$ cat src/rtl/srl_delay_ctrl_pkg.sv
// rtl/srl_delay_ctrl_pkg.sv - shared states, defaults and clamp helper for srl_delay_ctrl
package srl_ctrl_pkg;

  typedef enum logic [1:0] {
    S_FLUSH = 2'd0,
    S_FILL  = 2'd1,
    S_RUN   = 2'd2
  } state_t;

  localparam int   DEF_MAX_DELAY     = 128;
  localparam int   DEF_ADDR_W        = 7;
  localparam int   DEF_DEFAULT_DELAY = 128;
  localparam logic DEF_FILL_VALUE    = 1'b1;

  // Legal delays are 1..max_delay; out-of-range requests snap to the nearest end.
  function automatic int unsigned clamp_delay(input int unsigned value,
                                              input int unsigned max_delay);
    if (value == 0)
      return 1;
    else if (value > max_delay)
      return max_delay;
    else
      return value;
  endfunction

endpackage

$ cat src/rtl/srl_delay_ctrl_if.sv
// rtl/srl_delay_ctrl_if.sv - sample stream and reconfiguration handshake bundle
interface srl_delay_ctrl_if
  import srl_ctrl_pkg::*;
#(
  parameter int ADDR_W = DEF_ADDR_W
);

  logic              id;
  logic              id_valid;
  logic              oready;
  logic              icfg_valid;
  logic [ADDR_W:0]   icfg_delay;
  logic              ocfg_ready;
  logic              ocfg_err;

  modport master (
    output id, id_valid, icfg_valid, icfg_delay,
    input  oready, ocfg_ready, ocfg_err
  );

  modport slave (
    input  id, id_valid, icfg_valid, icfg_delay,
    output oready, ocfg_ready, ocfg_err
  );

endinterface

$ cat src/rtl/srl_delay_ctrl.sv
// rtl/srl_delay_ctrl.sv - flush/fill/run sequencer for an addressable SRL delay line
module srl_delay_ctrl
  import srl_ctrl_pkg::*;
#(
  parameter int   MAX_DELAY     = DEF_MAX_DELAY,
  parameter int   ADDR_W        = DEF_ADDR_W,
  parameter int   DEFAULT_DELAY = DEF_DEFAULT_DELAY,
  parameter logic FILL_VALUE    = DEF_FILL_VALUE
) (
  input  logic                  iclk,
  input  logic                  ireset_n,
  srl_delay_ctrl_if.slave       bus,
  input  logic                  iflush,
  output logic                  osrl_ce,
  output logic                  osrl_d,
  output logic [ADDR_W-1:0]     osrl_addr,
  output logic                  ovalid,
  output logic                  obusy
);

  localparam int DW = ADDR_W + 1;

  state_t          state_q, state_d;
  logic [DW-1:0]   delay_q, delay_d;
  logic [DW-1:0]   flush_cnt_q, flush_cnt_d;
  logic [DW-1:0]   fill_cnt_q, fill_cnt_d;
  logic [ADDR_W-1:0] addr_q;
  logic            err_q, err_d;
  logic [DW-1:0]   cfg_clamped;
  logic            cfg_take;
  logic            restart;

  always_ff @(posedge iclk) begin
    if (!ireset_n) begin
      state_q     <= S_FLUSH;
      delay_q     <= DW'(DEFAULT_DELAY);
      addr_q      <= ADDR_W'(DEFAULT_DELAY - 1);
      flush_cnt_q <= '0;
      fill_cnt_q  <= '0;
      err_q       <= 1'b0;
    end else begin
      state_q     <= state_d;
      delay_q     <= delay_d;
      addr_q      <= ADDR_W'(delay_d - 1'b1);
      flush_cnt_q <= flush_cnt_d;
      fill_cnt_q  <= fill_cnt_d;
      err_q       <= err_d;
    end
  end

  always_comb begin
    state_d        = state_q;
    delay_d        = delay_q;
    flush_cnt_d    = flush_cnt_q;
    fill_cnt_d     = fill_cnt_q;
    err_d          = 1'b0;
    osrl_ce        = 1'b0;
    osrl_d         = FILL_VALUE;
    ovalid         = 1'b0;
    bus.oready     = 1'b0;
    bus.ocfg_ready = 1'b0;
    cfg_take       = 1'b0;
    restart        = 1'b0;
    cfg_clamped    = DW'(clamp_delay(32'(bus.icfg_delay), unsigned'(MAX_DELAY)));

    case (state_q)
      S_FLUSH: begin
        // Flush always covers the full line so every stage holds FILL_VALUE.
        osrl_ce = 1'b1;
        osrl_d  = FILL_VALUE;
        if (flush_cnt_q == DW'(MAX_DELAY - 1)) begin
          state_d    = S_FILL;
          fill_cnt_d = '0;
        end else begin
          flush_cnt_d = flush_cnt_q + 1'b1;
        end
      end

      S_FILL, S_RUN: begin
        bus.oready     = 1'b1;
        bus.ocfg_ready = 1'b1;
        osrl_ce        = bus.id_valid;
        osrl_d         = bus.id;
        ovalid         = (state_q == S_RUN) && bus.id_valid;

        if ((state_q == S_FILL) && bus.id_valid) begin
          fill_cnt_d = fill_cnt_q + 1'b1;
          if (fill_cnt_d == delay_q)
            state_d = S_RUN;
        end

        cfg_take = bus.icfg_valid;
        restart  = cfg_take || iflush;
        if (cfg_take) begin
          delay_d = cfg_clamped;
          err_d   = (cfg_clamped != bus.icfg_delay);
        end
        // A config and a flush request in one cycle share a single flush.
        if (restart) begin
          state_d     = S_FLUSH;
          flush_cnt_d = '0;
        end
      end

      default: begin
        state_d     = S_FLUSH;
        flush_cnt_d = '0;
      end
    endcase

    if (!ireset_n) begin
      osrl_ce        = 1'b0;
      ovalid         = 1'b0;
      bus.oready     = 1'b0;
      bus.ocfg_ready = 1'b0;
    end
  end

  assign osrl_addr    = addr_q;
  assign bus.ocfg_err = err_q;
  assign obusy        = (state_q == S_FLUSH) || (state_q == S_FILL);

endmodule

$ cat src/flat_wrapper.sv
// flat-port wrapper written by rule: the top's interface ports become plain ports
module srl_delay_ctrl_flat import srl_ctrl_pkg::*;
#(
  parameter int   MAX_DELAY     = DEF_MAX_DELAY,
  parameter int   ADDR_W        = DEF_ADDR_W,
  parameter int   DEFAULT_DELAY = DEF_DEFAULT_DELAY,
  parameter logic FILL_VALUE    = DEF_FILL_VALUE
)
  (iclk, ireset_n, iflush, osrl_ce, osrl_d, osrl_addr, ovalid, obusy, bus_id, bus_id_valid, bus_icfg_valid, bus_icfg_delay, bus_oready, bus_ocfg_ready, bus_ocfg_err);
  srl_delay_ctrl_if #(.ADDR_W(ADDR_W)) bus_i ();
  input  logic iclk;
  input  logic ireset_n;
  input  logic iflush;
  output logic osrl_ce;
  output logic osrl_d;
  output logic [ADDR_W-1:0] osrl_addr;
  output logic ovalid;
  output logic obusy;
  input wire logic [$bits(bus_i.id)-1:0] bus_id;
  input wire logic [$bits(bus_i.id_valid)-1:0] bus_id_valid;
  input wire logic [$bits(bus_i.icfg_valid)-1:0] bus_icfg_valid;
  input wire logic [$bits(bus_i.icfg_delay)-1:0] bus_icfg_delay;
  output wire logic [$bits(bus_i.oready)-1:0] bus_oready;
  output wire logic [$bits(bus_i.ocfg_ready)-1:0] bus_ocfg_ready;
  output wire logic [$bits(bus_i.ocfg_err)-1:0] bus_ocfg_err;
  assign bus_i.id = bus_id;
  assign bus_i.id_valid = bus_id_valid;
  assign bus_i.icfg_valid = bus_icfg_valid;
  assign bus_i.icfg_delay = bus_icfg_delay;
  assign bus_oready = bus_i.oready;
  assign bus_ocfg_ready = bus_i.ocfg_ready;
  assign bus_ocfg_err = bus_i.ocfg_err;
  srl_delay_ctrl #(.MAX_DELAY(MAX_DELAY), .ADDR_W(ADDR_W), .DEFAULT_DELAY(DEFAULT_DELAY), .FILL_VALUE(FILL_VALUE)) u_core (.iclk(iclk), .ireset_n(ireset_n), .bus(bus_i), .iflush(iflush), .osrl_ce(osrl_ce), .osrl_d(osrl_d), .osrl_addr(osrl_addr), .ovalid(ovalid), .obusy(obusy));
endmodule
$ cat config.mk
export PLATFORM = sky130hd
export DESIGN_NAME = srl_delay_ctrl_flat
export DESIGN_NICKNAME = d
export VERILOG_FILES = /design/src/rtl/srl_delay_ctrl_pkg.sv /design/src/rtl/srl_delay_ctrl_if.sv /design/src/rtl/srl_delay_ctrl.sv /design/src/flat_wrapper.sv
export SDC_FILE = /design/constraint.sdc
export NUM_CORES = 1
export LEC_CHECK = 0
export BUFFER_PORTS_ARGS = -buffer_cell sky130_fd_sc_hd__buf_2
export CORE_MARGIN = 2
export CORE_UTILIZATION = 45
export DETAILED_ROUTE_END_ITERATION = 10
export GPL_TIMING_DRIVEN = 0
export PLACE_DENSITY_LB_ADDON = 0.3
export RECOVER_POWER = 50
export SLEW_MARGIN = 20
export SYNTH_ARGS = -nofsm -noshare
export SYNTH_HDL_FRONTEND = slang
export SYNTH_SLANG_ARGS = --single-unit
$ cat constraint.sdc
create_clock -name iclk -period 2 [get_ports iclk]
set_input_delay 0.1 -clock iclk [delete_from_list [all_inputs] [get_ports iclk]]
set_output_delay 0.1 -clock iclk [all_outputs]
set_load 0.05 [all_outputs]
# ---- After elaboration in Yosys (flattened, before gate mapping)
# Cells that the tools add are included.
# W data, S select, Z words.
dict set report word_totals {
  romBits 0
  latchBits 0
  wordCells 55
  ramBits 0
  output_inout_bits 14
  reg_bits 34
  n_memories 0
  input_bits 14
}
dict set report op_classes {
  shift 0
  multipliers 0
  div 0
  n_eq_ne 11
  reduce_logical 12
  muxes 22
  n_lt_le_gt_ge 1
  n_addsub 3
  n_bitwise 0
}
# cell count
set op_table {}
lappend op_table {{$mux W8} 8}
lappend op_table {{$pmux W8 S2} 2}
lappend op_table {{$add A8 B1 Y8 const B} 2}
lappend op_table {{$reduce_and A3 Y1} 3}
lappend op_table {{$eq A8 B7 Y1 const B} 1}
lappend op_table {{$eq A8 B8 Y1} 1}
lappend op_table {{$gt A8 B8 Y1 const B} 1}
lappend op_table {{$logic_not A8 Y1} 1}
lappend op_table {{$mux W2} 4}
lappend op_table {{$ne A8 B8 Y1} 1}
lappend op_table {{$sub A7 B1 Y7 const B} 1}
lappend op_table {{$mux W1} 6}
lappend op_table {{$ne A2 B1 Y1 const B} 3}
lappend op_table {{$ne A3 B1 Y1 const B} 2}
lappend op_table {{$pmux W2 S2} 1}
lappend op_table {{$eq A2 B1 Y1 const B} 1}
lappend op_table {{$eq A2 B2 Y1 const B} 1}
lappend op_table {{$logic_and A1 B1 Y1} 2}
lappend op_table {{$logic_not A2 Y1} 1}
lappend op_table {{$logic_or A1 B1 Y1} 2}
lappend op_table {{$ne A2 B2 Y1 const B} 1}
lappend op_table {{$pmux W1 S2} 1}
lappend op_table {{$reduce_and A2 Y1} 1}
lappend op_table {{$reduce_bool A2 Y1} 1}
lappend op_table {{$reduce_or A2 Y1} 1}

# ---- Depth between registers and ports, before layout
# Gate-level depths: netlist (run 1).
dict set report depth {
  depth_word 6
  ltp_mapped 10
  mapped_depth_nobuf 9
}

# ---- Least setup slack after synthesis (run 1)
# No wires, ideal clock.
dict set report synth_path {
  path_type {flip-flop to output port}
  startpoint {reg u_core.state_q[1]}
  endpoint {out osrl_ce}
  slack_ns -0.442
  required_ns 1.900
  path_stages_with_launch 6
  arrival_ns 2.342
  n_path_buf 1
  path_cell_list {dfxtp_1 -> inv_1 -> ha_1 -> clkbuf_1 -> a21oi_1 -> nor3b_1}
}
dict set report synth_between {
  elab_chain_len 4
  word_cells_on_any_way 6
  classes_between {2 x eq/ne; 2 x mux; 2 x reduce/logical}
}
# item line
set synth_lines {}
lappend synth_lines {{start: declaration} srl_delay_ctrl.sv:23} ;# state_t state_q, state_d;
lappend synth_lines {{start signal: assignment} srl_delay_ctrl.sv:42} ;# state_q <= state_d;
lappend synth_lines {{$eq A2 B1 Y1 or $eq A2 B2 Y1 (tied branches)} srl_delay_ctrl.sv:66} ;# case (state_q)
lappend synth_lines {{$reduce_or A2 Y1} srl_delay_ctrl.sv:66}
lappend synth_lines {{$pmux W1 S2 *} srl_delay_ctrl.sv:66}
lappend synth_lines {{$mux W1 *} srl_delay_ctrl.sv:111} ;# if (!ireset_n) begin
lappend synth_lines {{end: declaration} flat_wrapper.sv:14} ;# output logic osrl_ce;
# Mark *: on every way between the ends. The rest lies on a longest branch, timed or not.

# ---- Worst setup path in the final report (run 1)
dict set report layout_path {
  startpoint {reg u_core.fill_cnt_q[0]}
  endpoint {reg u_core.state_q[1]}
}
dict set report layout_between {
  elab_chain_len 4
}
# item line
set layout_lines {}
lappend layout_lines {{start: declaration} srl_delay_ctrl.sv:26} ;# logic [DW-1:0] fill_cnt_q, fill_cnt_d;
lappend layout_lines {{start signal: assignment} srl_delay_ctrl.sv:46} ;# fill_cnt_q <= fill_cnt_d;
lappend layout_lines {{$add A8 B1 Y8} srl_delay_ctrl.sv:87} ;# fill_cnt_d = fill_cnt_q + 1'b1;
lappend layout_lines {{$eq A8 B8 Y1} srl_delay_ctrl.sv:88} ;# if (fill_cnt_d == delay_q)
lappend layout_lines {{$ne A3 B1 Y1 (no line)} --}
lappend layout_lines {{$reduce_and A3 Y1 (no line)} --}
# Every way passes these cells.
# A chain may end at the register's enable or synchronous reset.

==> results of run 1 <==
[through the flow]
| stage | cell area, um2 | setup TNS, ns | util | setup WS, ns |
|---|---|---|---|---|
| global route | 2410 | -0.0135 | 0.591 | -0.0135 |
| floorplan | 1970 | 0 | - | 0.00518 |
| detailed placement | 2170 | -0.803 | 0.530 | -0.245 |
| finish | 2410 | 0 | 0.591 | 0.0610 |
| global placement | 2170 | -0.708 | 0.530 | -0.227 |
| CTS | 2310 | -0.0120 | 0.564 | -0.0120 |
[worst max-delay path, stage by stage (launching register included)]
cell and delay (ns):
dfxtp_4 0.39, ha_1 0.15, clkbuf_4 0.17, nand2_1 0.10, xor2_1 0.15, a221o_1 0.38
and2_1 0.19, a221o_1 0.29
[report_power, final]
part           internal [mW]  total (mW)  switching, mW
clock network          0.278       0.520          0.242
logic                 0.0291      0.0663         0.0372
registers              0.677       0.683        0.00638
total                  0.983        1.27          0.286
[cell families (layout without fill, tap and decap cells)]
group                      count (synthesis)  after routing  synth area share
and+or+nand+nor                          112            112             0.320
AOI/OAI and AO/OA                         48             48             0.165
DFF                                       34             34             0.350
xor gates and xnor gates                  19             19            0.0856
buffers and inverters                     14             56            0.0290
adders and majority gates                  7              7            0.0451
muxes                                      1              1           0.00515
[routing by layer]
layer  vias to the layer above  global-route usage
met1                       811               0.243
met2                        54               0.300
met3                         5              0.0320
met4                         0              0.0769
li1                        909                   -
met5                         -                   0
[worst max path at each step]
| stage | end | depth (start not counted) |
|---|---|---|
| global placement | u_core.osrl_addr[6]$_SDFF_PN1_ | 10 |
| CTS | u_core.state_q[1]$_SDFFE_PN0P_ | 6 |
| global route | u_core.state_q[1]$_SDFFE_PN0P_ | 7 |
| finish | u_core.state_q[1]$_SDFFE_PN0P_ | 7 |
| floorplan | u_core.osrl_addr[6]$_SDFF_PN1_ | 10 |
| detailed placement | u_core.osrl_addr[6]$_SDFF_PN1_ | 10 |
[cell usage after synthesis, drive strengths merged, types with 2 or more instances]
cell type | instances | area [um2]
o31ai | 2 | 15.0
nor3b | 2 | 15.0
nand4 | 5 | 52.6
xor2 | 9 | 78.8
nand3 | 11 | 55.1
and2 | 11 | 68.8
inv | 6 | 22.5
clkbuf | 7 | 26.3
dfxtp | 34 | 681
o21ai | 12 | 60.1
ha | 7 | 87.6
a221o | 2 | 20.0
xnor2 | 10 | 87.6
nor2b | 12 | 75.1
a21boi | 7 | 52.6
and3 | 12 | 75.1
or3 | 5 | 36.3
nand2 | 25 | 93.8
nor3 | 9 | 45.0
a21oi | 12 | 71.3
nand2b | 2 | 12.5
a31oi | 2 | 12.5
nor2 | 12 | 45.0
o21a | 5 | 37.5
[layout make-up]
type	count	area (um2)	share of cell area
Tap cell	50	62.6	0.0259
Inverter	6	22.5	0.00933
Multi-Input combinational cell	187	1310	0.542
Clock buffer	7	86.3	0.0358
Timing Repair Buffer	35	185	0.0767
Buffer	7	38.8	0.0161
Clock inverter	1	5.00	0.00207
Sequential cell	34	704	0.292
[sequential cells by signal (all words and copies together), names as in the netlist]
signal               cells
u_core.flush_cnt_q       8
u_core.bus.ocfg_err      1
u_core.osrl_addr         7
u_core.fill_cnt_q        8
u_core.state_q           2
u_core.delay_q           8
[what timing repair did]
action | 4_1_cts | 5_1_grt
pin swaps | 3 | 9
setup endpoints to repair | 11 | 15
setup buffers | 2 | 6
resized for setup | 16 | 25
==> results.tsv, run 1 <==
stage	metric	value	unit
outcome	status	finished, final reports clean	
min_path	Hold Path End	u_core.state_q[0]$_SDFFE_PN0P_	
pwr	total power divided by cell area	526	mW/mm2
synth	Synth Cell Area	0.00194	mm2
placed_design	HPWL Detailed	3070	um
cts	Longest Clk Path Bufs	2	
cells_and_area	commonest cells after routing, fill and taps aside	25 x nand2_1, 25 x dfxtp_1, 19 x buf_2	
floorplanning	Die Span X	69.7	um
route	initial DRC count	89	
sta	Hold Vio Cnt, Final	0	
floorplanning	total die area	0.00486	mm2
critical_path	FF-to-FF path depth	7	
critical_path	crit-path max FO	8	
route	met2 routed WL	2010	um
sta	final number of setup-violating endpoints	0	
route	vias	1779	
sta	Layout Skew	0.00320	ns
cells_and_area	Fill cells	372	
sta	Fin Hold WS	0.203	ns
floorplanning	# rows	23	
synth	Post-synth ARST share	0	
route	final wirelength	4410	um
pwr	Static Leak	0.983	nW
sta	Least-Margin Pin Slew	0.729	ns
cells_and_area	ANT cells	0	
cells_and_area	Layout area overhead	24.2	%
critical_path	worst reg2reg endpoint	u_core.state_q[1]$_SDFFE_PN0P_	
cts	clock tree sinks	34	
cells_and_area	final std cells w/o fill	327	
cts	Clock Tree Root	clkbuf_8	
pwr	VDD IR max	314	uV
critical_path	Worst Path Arrival	2.11	ns
min_path	WHS Path Cells	4	
sta	min Tclk post-route	1.94	ns
sta	part of the cycle the worst path needs	0.969	
global_routing	initial antenna violation count	0	
cts	Clk Latency, worst-skew pair	0.28	ns
cts	Post-CTS Hold Buffers	0	
synth	Post-synth EDFFs	0	
cells_and_area	Final #Nets	297	
cts	CTS Buf Count	5	
floorplanning	Die Y-Extent	69.7	um
cts	clock slew at reported path FFs	0.07	ns
critical_path	R2R Path Start	u_core.fill_cnt_q[0]$_SDFFE_PN0P_	
sta	fmax	0.516	GHz
synth	Post-Syn Instances	235	
critical_path	CP required	2.17	ns
floorplanning	I/O pin total	28	
cells_and_area	share of cells above drive strength 1	0.253	
placed_design	GPL Wtd Cong	0.825	
placed_design	placed cells	312	
route	DR WL met3	227	um
route	drt via density	5.44	
cts	H-tree depth	2	
run	max-cap viol count	0	
min_path	worst min path class	input port to flip-flop	
synth	sequential fraction of the synthesis area	0.350	
synth	syn nets	256	
pwr	Final Power	1.27	mW
cts	CTS tree	done	
floorplanning	initial core utilization	0.476	
route	WL/cell	13.5	um
global_routing	largest net degree at the start of global routing	11	
critical_path	WS Path Type	flip-flop to flip-flop	
sta	Slew Viols, Final	0	
min_path	Hold Startpoint	iflush	
global_routing	global-route wire length before repair	7230	um
route	DRC	0	
synth	Synth Register Bits	34	
global_routing	global route overflow	0	
synth	Most used DFF post-synth	dfxtp_1	
placed_design	number of port buffers	27	
synth	number of library cell types mapped by synthesis	43	
critical_path	crit path from	u_core.fill_cnt_q[0]$_SDFFE_PN0P_	
global_routing	vias in the first global route	1578	
route	post-route ant nets	0	
sta	headroom to the max-slew limit	0.509	
route	DR top layer	met4	
route	met1 wire length	2120	um
synth	Yosys warnings	0	
synth	Syn Area/Cell	8.27	um2
critical_path	R2R setup slack	0.06	ns
critical_path	Worst Setup End Kind	flip-flop	
floorplanning	core area	0.00409	mm2
global_routing	global-route usage over all layers	0.185	
critical_path	startpoint type of the worst setup path	flip-flop	
route	1st-pass router iterations	4	
No activity file was read; power rests on OpenSTA's default activity.
==> run 2, diff against run 1 <==
--- a/config.mk
+++ b/config.mk
@@ -6,5 +6,5 @@
 export NUM_CORES = 1
 export LEC_CHECK = 0
-export BUFFER_PORTS_ARGS = -buffer_cell sky130_fd_sc_hd__buf_2
+export BUFFER_PORTS_ARGS = -buffer_cell sky130_fd_sc_hd__buf_4
 export CORE_MARGIN = 2
 export CORE_UTILIZATION = 45
==> constraint.sdc (replaced) <==
create_clock -name iclk -period 2 [get_ports iclk]
set_input_delay 0.5 -clock iclk [delete_from_list [all_inputs] [get_ports iclk]]
set_output_delay 0.5 -clock iclk [all_outputs]
set_load 0.05 [all_outputs]
==> run 2 against run 1 <==
Hold slack improved by 0.29 ns. Combinational power up 10%. Critical path depth shrank 1. Highest routed layer unchanged. Routed wire length decreased by 0.34%. Clock skew increased by 0.0014 ns. Clock power is 2% higher. Fmax shrank 3.8%. Clock-buffer cell count did not move. Die area stayed put. First-iteration DRC count down 24%. Final cell count is 1.2% higher. The run now ends with setup timing left.
==> results.tsv, run 2 (synthesis gave the netlist of run 1 again) <==
stage	metric	value	unit	change
critical_path	CP required	1.50	ns	was 2.17 ns
global_routing	vias in the first global route	1667		was 1578
sta	headroom to the max-slew limit	0.557		was 0.509
min_path	worst min path class	flip-flop to flip-flop		was input port to flip-flop
placed_design	HPWL Detailed	3140	um	was 3070 um
route	post-route ant nets	0		unchanged
pwr	clock network fraction of design power	0.410		about the same
cts	H-tree depth	2		unchanged
cells_and_area	Final #Nets	301		was 297
sta	Hold Vio Cnt, Final	0		unchanged
route	final wirelength	4400	um	was 4410 um
floorplanning	initial core utilization	0.476		unchanged
critical_path	WS Path Type	flip-flop to primary output		was flip-flop to flip-flop
route	initial DRC count	68		was 89
cells_and_area	Largest regs	u_core.delay_q x8, u_core.fill_cnt_q x8, u_core.flush_cnt_q x8		unchanged
pwr	total power divided by cell area	511	mW/mm2	was 526 mW/mm2
route	vias	1784		was 1779
floorplanning	Die Y-Extent	69.7	um	unchanged
floorplanning	I/O pin total	28		unchanged
cts	Clk Latency, worst-skew pair	0.29	ns	was 0.28 ns
cells_and_area	share of cells above drive strength 1	0.278		was 0.253
pwr	Static Leak	1.02	nW	was 0.983 nW
cells_and_area	Layout area overhead	29.7	%	was 24.2%
cts	CTS tree	done		unchanged
placed_design	placed cells	312		unchanged
cts	clock tree sinks	34		unchanged
cts	Clock Tree Root	clkbuf_8		unchanged
global_routing	initial antenna violation count	0		unchanged
sta	Slew Viols, Final	0		unchanged
sta	Least-Margin Pin Slew	0.658	ns	was 0.729 ns
cts	clock slew at reported path FFs	0.07	ns	about the same
cells_and_area	final std cells w/o fill	331		was 327
cells_and_area	final instance area	0.00252	mm2	was 0.00241 mm2
route	1st-pass router iterations	4		unchanged
cells_and_area	ANT cells	0		unchanged
pwr	sw frac	0.228		was 0.225
global_routing	largest net degree at the start of global routing	11		unchanged
critical_path	Worst Setup End Kind	primary output		was flip-flop
pwr	VDD IR max	376	uV	was 314 uV
floorplanning	# rows	23		unchanged
critical_path	startpoint type of the worst setup path	flip-flop		unchanged
outcome	status	complete, but fails checks		was finished, final reports clean
global_routing	global-route usage over all layers	0.193		was 0.185
pwr	Psw	0.294	mW	was 0.286 mW
route	WL/cell	13.3	um	was 13.5 um
run	max-cap viol count	0		unchanged
placed_design	dpl cell area	0.00225	mm2	was 0.00217 mm2
cells_and_area	Fill cells	371		was 372
cells_and_area	commonest cells after routing, fill and taps aside	28 x buf_4, 24 x nand2_1, 24 x dfxtp_1		was 25 x nand2_1, 25 x dfxtp_1, 19 x buf_2
sta	part of the cycle the worst path needs	1.01		was 0.969
critical_path	Worst Path Arrival	1.52	ns	was 2.11 ns
cts	CTS Buf Count	5		unchanged
route	drt via density	5.39		was 5.44
sta	Fin Hold WS	0.490	ns	was 0.203 ns
cells_and_area	commonest non-fill, non-tap cell in the layout	buf_4		
route	DRC	0		unchanged
floorplanning	core area	0.00409	mm2	unchanged
global_routing	global-route wire length before repair	7590	um	was 7230 um
sta	worst setup margin	-0.0163	ns	was 0.0610 ns
placed_design	number of port buffers	27		unchanged
sta	final number of setup-violating endpoints	2		was 0
floorplanning	total die area	0.00486	mm2	unchanged
pwr	sequential group share of total power	0.533		was 0.538
sta	fmax	0.496	GHz	was 0.516 GHz
outcome	failing checks	setup timing		
pwr	P_int	0.993	mW	was 0.983 mW
sta	min Tclk post-route	2.02	ns	was 1.94 ns
critical_path	R2R setup slack	0.06	ns	about the same
sta	RSZ-0062 raised after global routing	true		
placed_design	GPL Wtd Cong	0.863		was 0.825
global_routing	global route overflow	0		unchanged
floorplanning	Die Span X	69.7	um	unchanged
sta	Layout Skew	0.00459	ns	was 0.00320 ns
critical_path	crit-path max FO	7		was 8
cts	Longest Clk Path Bufs	2		unchanged
pwr	Gate power share	0.057		was 0.052
## run 2: cell count changes in the layout (fill, tap and decap cells not counted), moves of 2 or more
| cell | previous run | this run |
|---|---|---|
| dfxtp_2 | 4 | 7 |
| buf_4 | 10 | 28 |
| dfxtp_4 | 5 | 3 |
| buf_6 | 0 | 4 |
| buf_2 | 19 | 1 |
| and2_2 | 0 | 2 |
## run 2: final timing paths
check                                                          end  cells after the start                               start
worst max-delay path                                       osrl_ce                      6      u_core.state_q[0]$_SDFFE_PN0P_
worst min-delay path            u_core.flush_cnt_q[7]$_SDFFE_PN0P_                      2  u_core.flush_cnt_q[7]$_SDFFE_PN0P_
worst max register to register   u_core.fill_cnt_q[2]$_SDFFE_PN0P_                      7  u_core.flush_cnt_q[0]$_SDFFE_PN0P_
worst min register to register  u_core.flush_cnt_q[7]$_SDFFE_PN0P_                      2  u_core.flush_cnt_q[7]$_SDFFE_PN0P_
## run 2: power groups by stage
| stage | logic, mW | registers [mW] | clock network, mW |
|---|---|---|---|
| final | 0.0730 | 0.686 | 0.528 |
| after global routing | 0.0811 | 0.686 | 0.572 |
| after CTS | 0.0716 | 0.687 | 0.540 |
| after detailed placement | 0.0699 | 0.702 | 0 |
| after global placement | 0.0699 | 0.702 | 0 |
| after floorplan | 0.0355 | 0.701 | 0 |
## run 2: final cells by class
| cell class | count | area [um2] | area share |
|---|---|---|---|
| repair buffers | 39 | 274 | 0.109 |
| inverters | 6 | 22.5 | 0.00894 |
| flip-flops and latches | 34 | 701 | 0.278 |
| clock inverters | 1 | 5.00 | 0.00199 |
| clock buffers | 7 | 86.3 | 0.0343 |
| plain buffers | 7 | 50.0 | 0.0199 |
| well taps | 50 | 62.6 | 0.0248 |
| multi-input cells | 187 | 1320 | 0.523 |
## run 2: what timing repair did
| action | CTS | global route |
|---|---|---|
| endpoints found under the hold margin | 0 | 0 |
| pin swaps | 4 | 8 |
| resized for setup | 17 | 26 |
| endpoints found under the setup margin | 14 | 15 |
| buffers inserted | 9 | 3 |
| hold buffers | 0 | 0 |
## run 2: metal layers
layer | wire length [um] | global-route usage | vias up
met3 | 162 | 0.0494 | 6
met5 | 0 | 0 | -
li1 | - | - | 917
met1 | 2120 | 0.242 | 826
met4 | 70 | 0.0876 | 0
met2 | 2040 | 0.312 | 35
## run 2: per-stage QoR
stage / setup TNS [ns] / utilization / power (mW) / setup slack, ns
6_report: -0.0295 / 0.617 / 1.29 / -0.0163
5_1_grt: -0.184 / 0.617 / 1.34 / -0.0736
2_1_floorplan: -0.00846 / - / 0.737 / -0.00846
3_5_place_dp: -0.748 / 0.550 / 0.772 / -0.261
4_1_cts: -0.0382 / 0.601 / 1.30 / -0.0250
3_3_place_gp: -0.685 / 0.550 / 0.772 / -0.234
## run 2: worst max-delay path, cell delays in order, from the launching register on
cell	delay [ns]
dfxtp_2	0.34
inv_2	0.05
ha_4	0.31
buf_8	0.11
a21oi_4	0.05
nor3b_4	0.19
buf_6	0.18
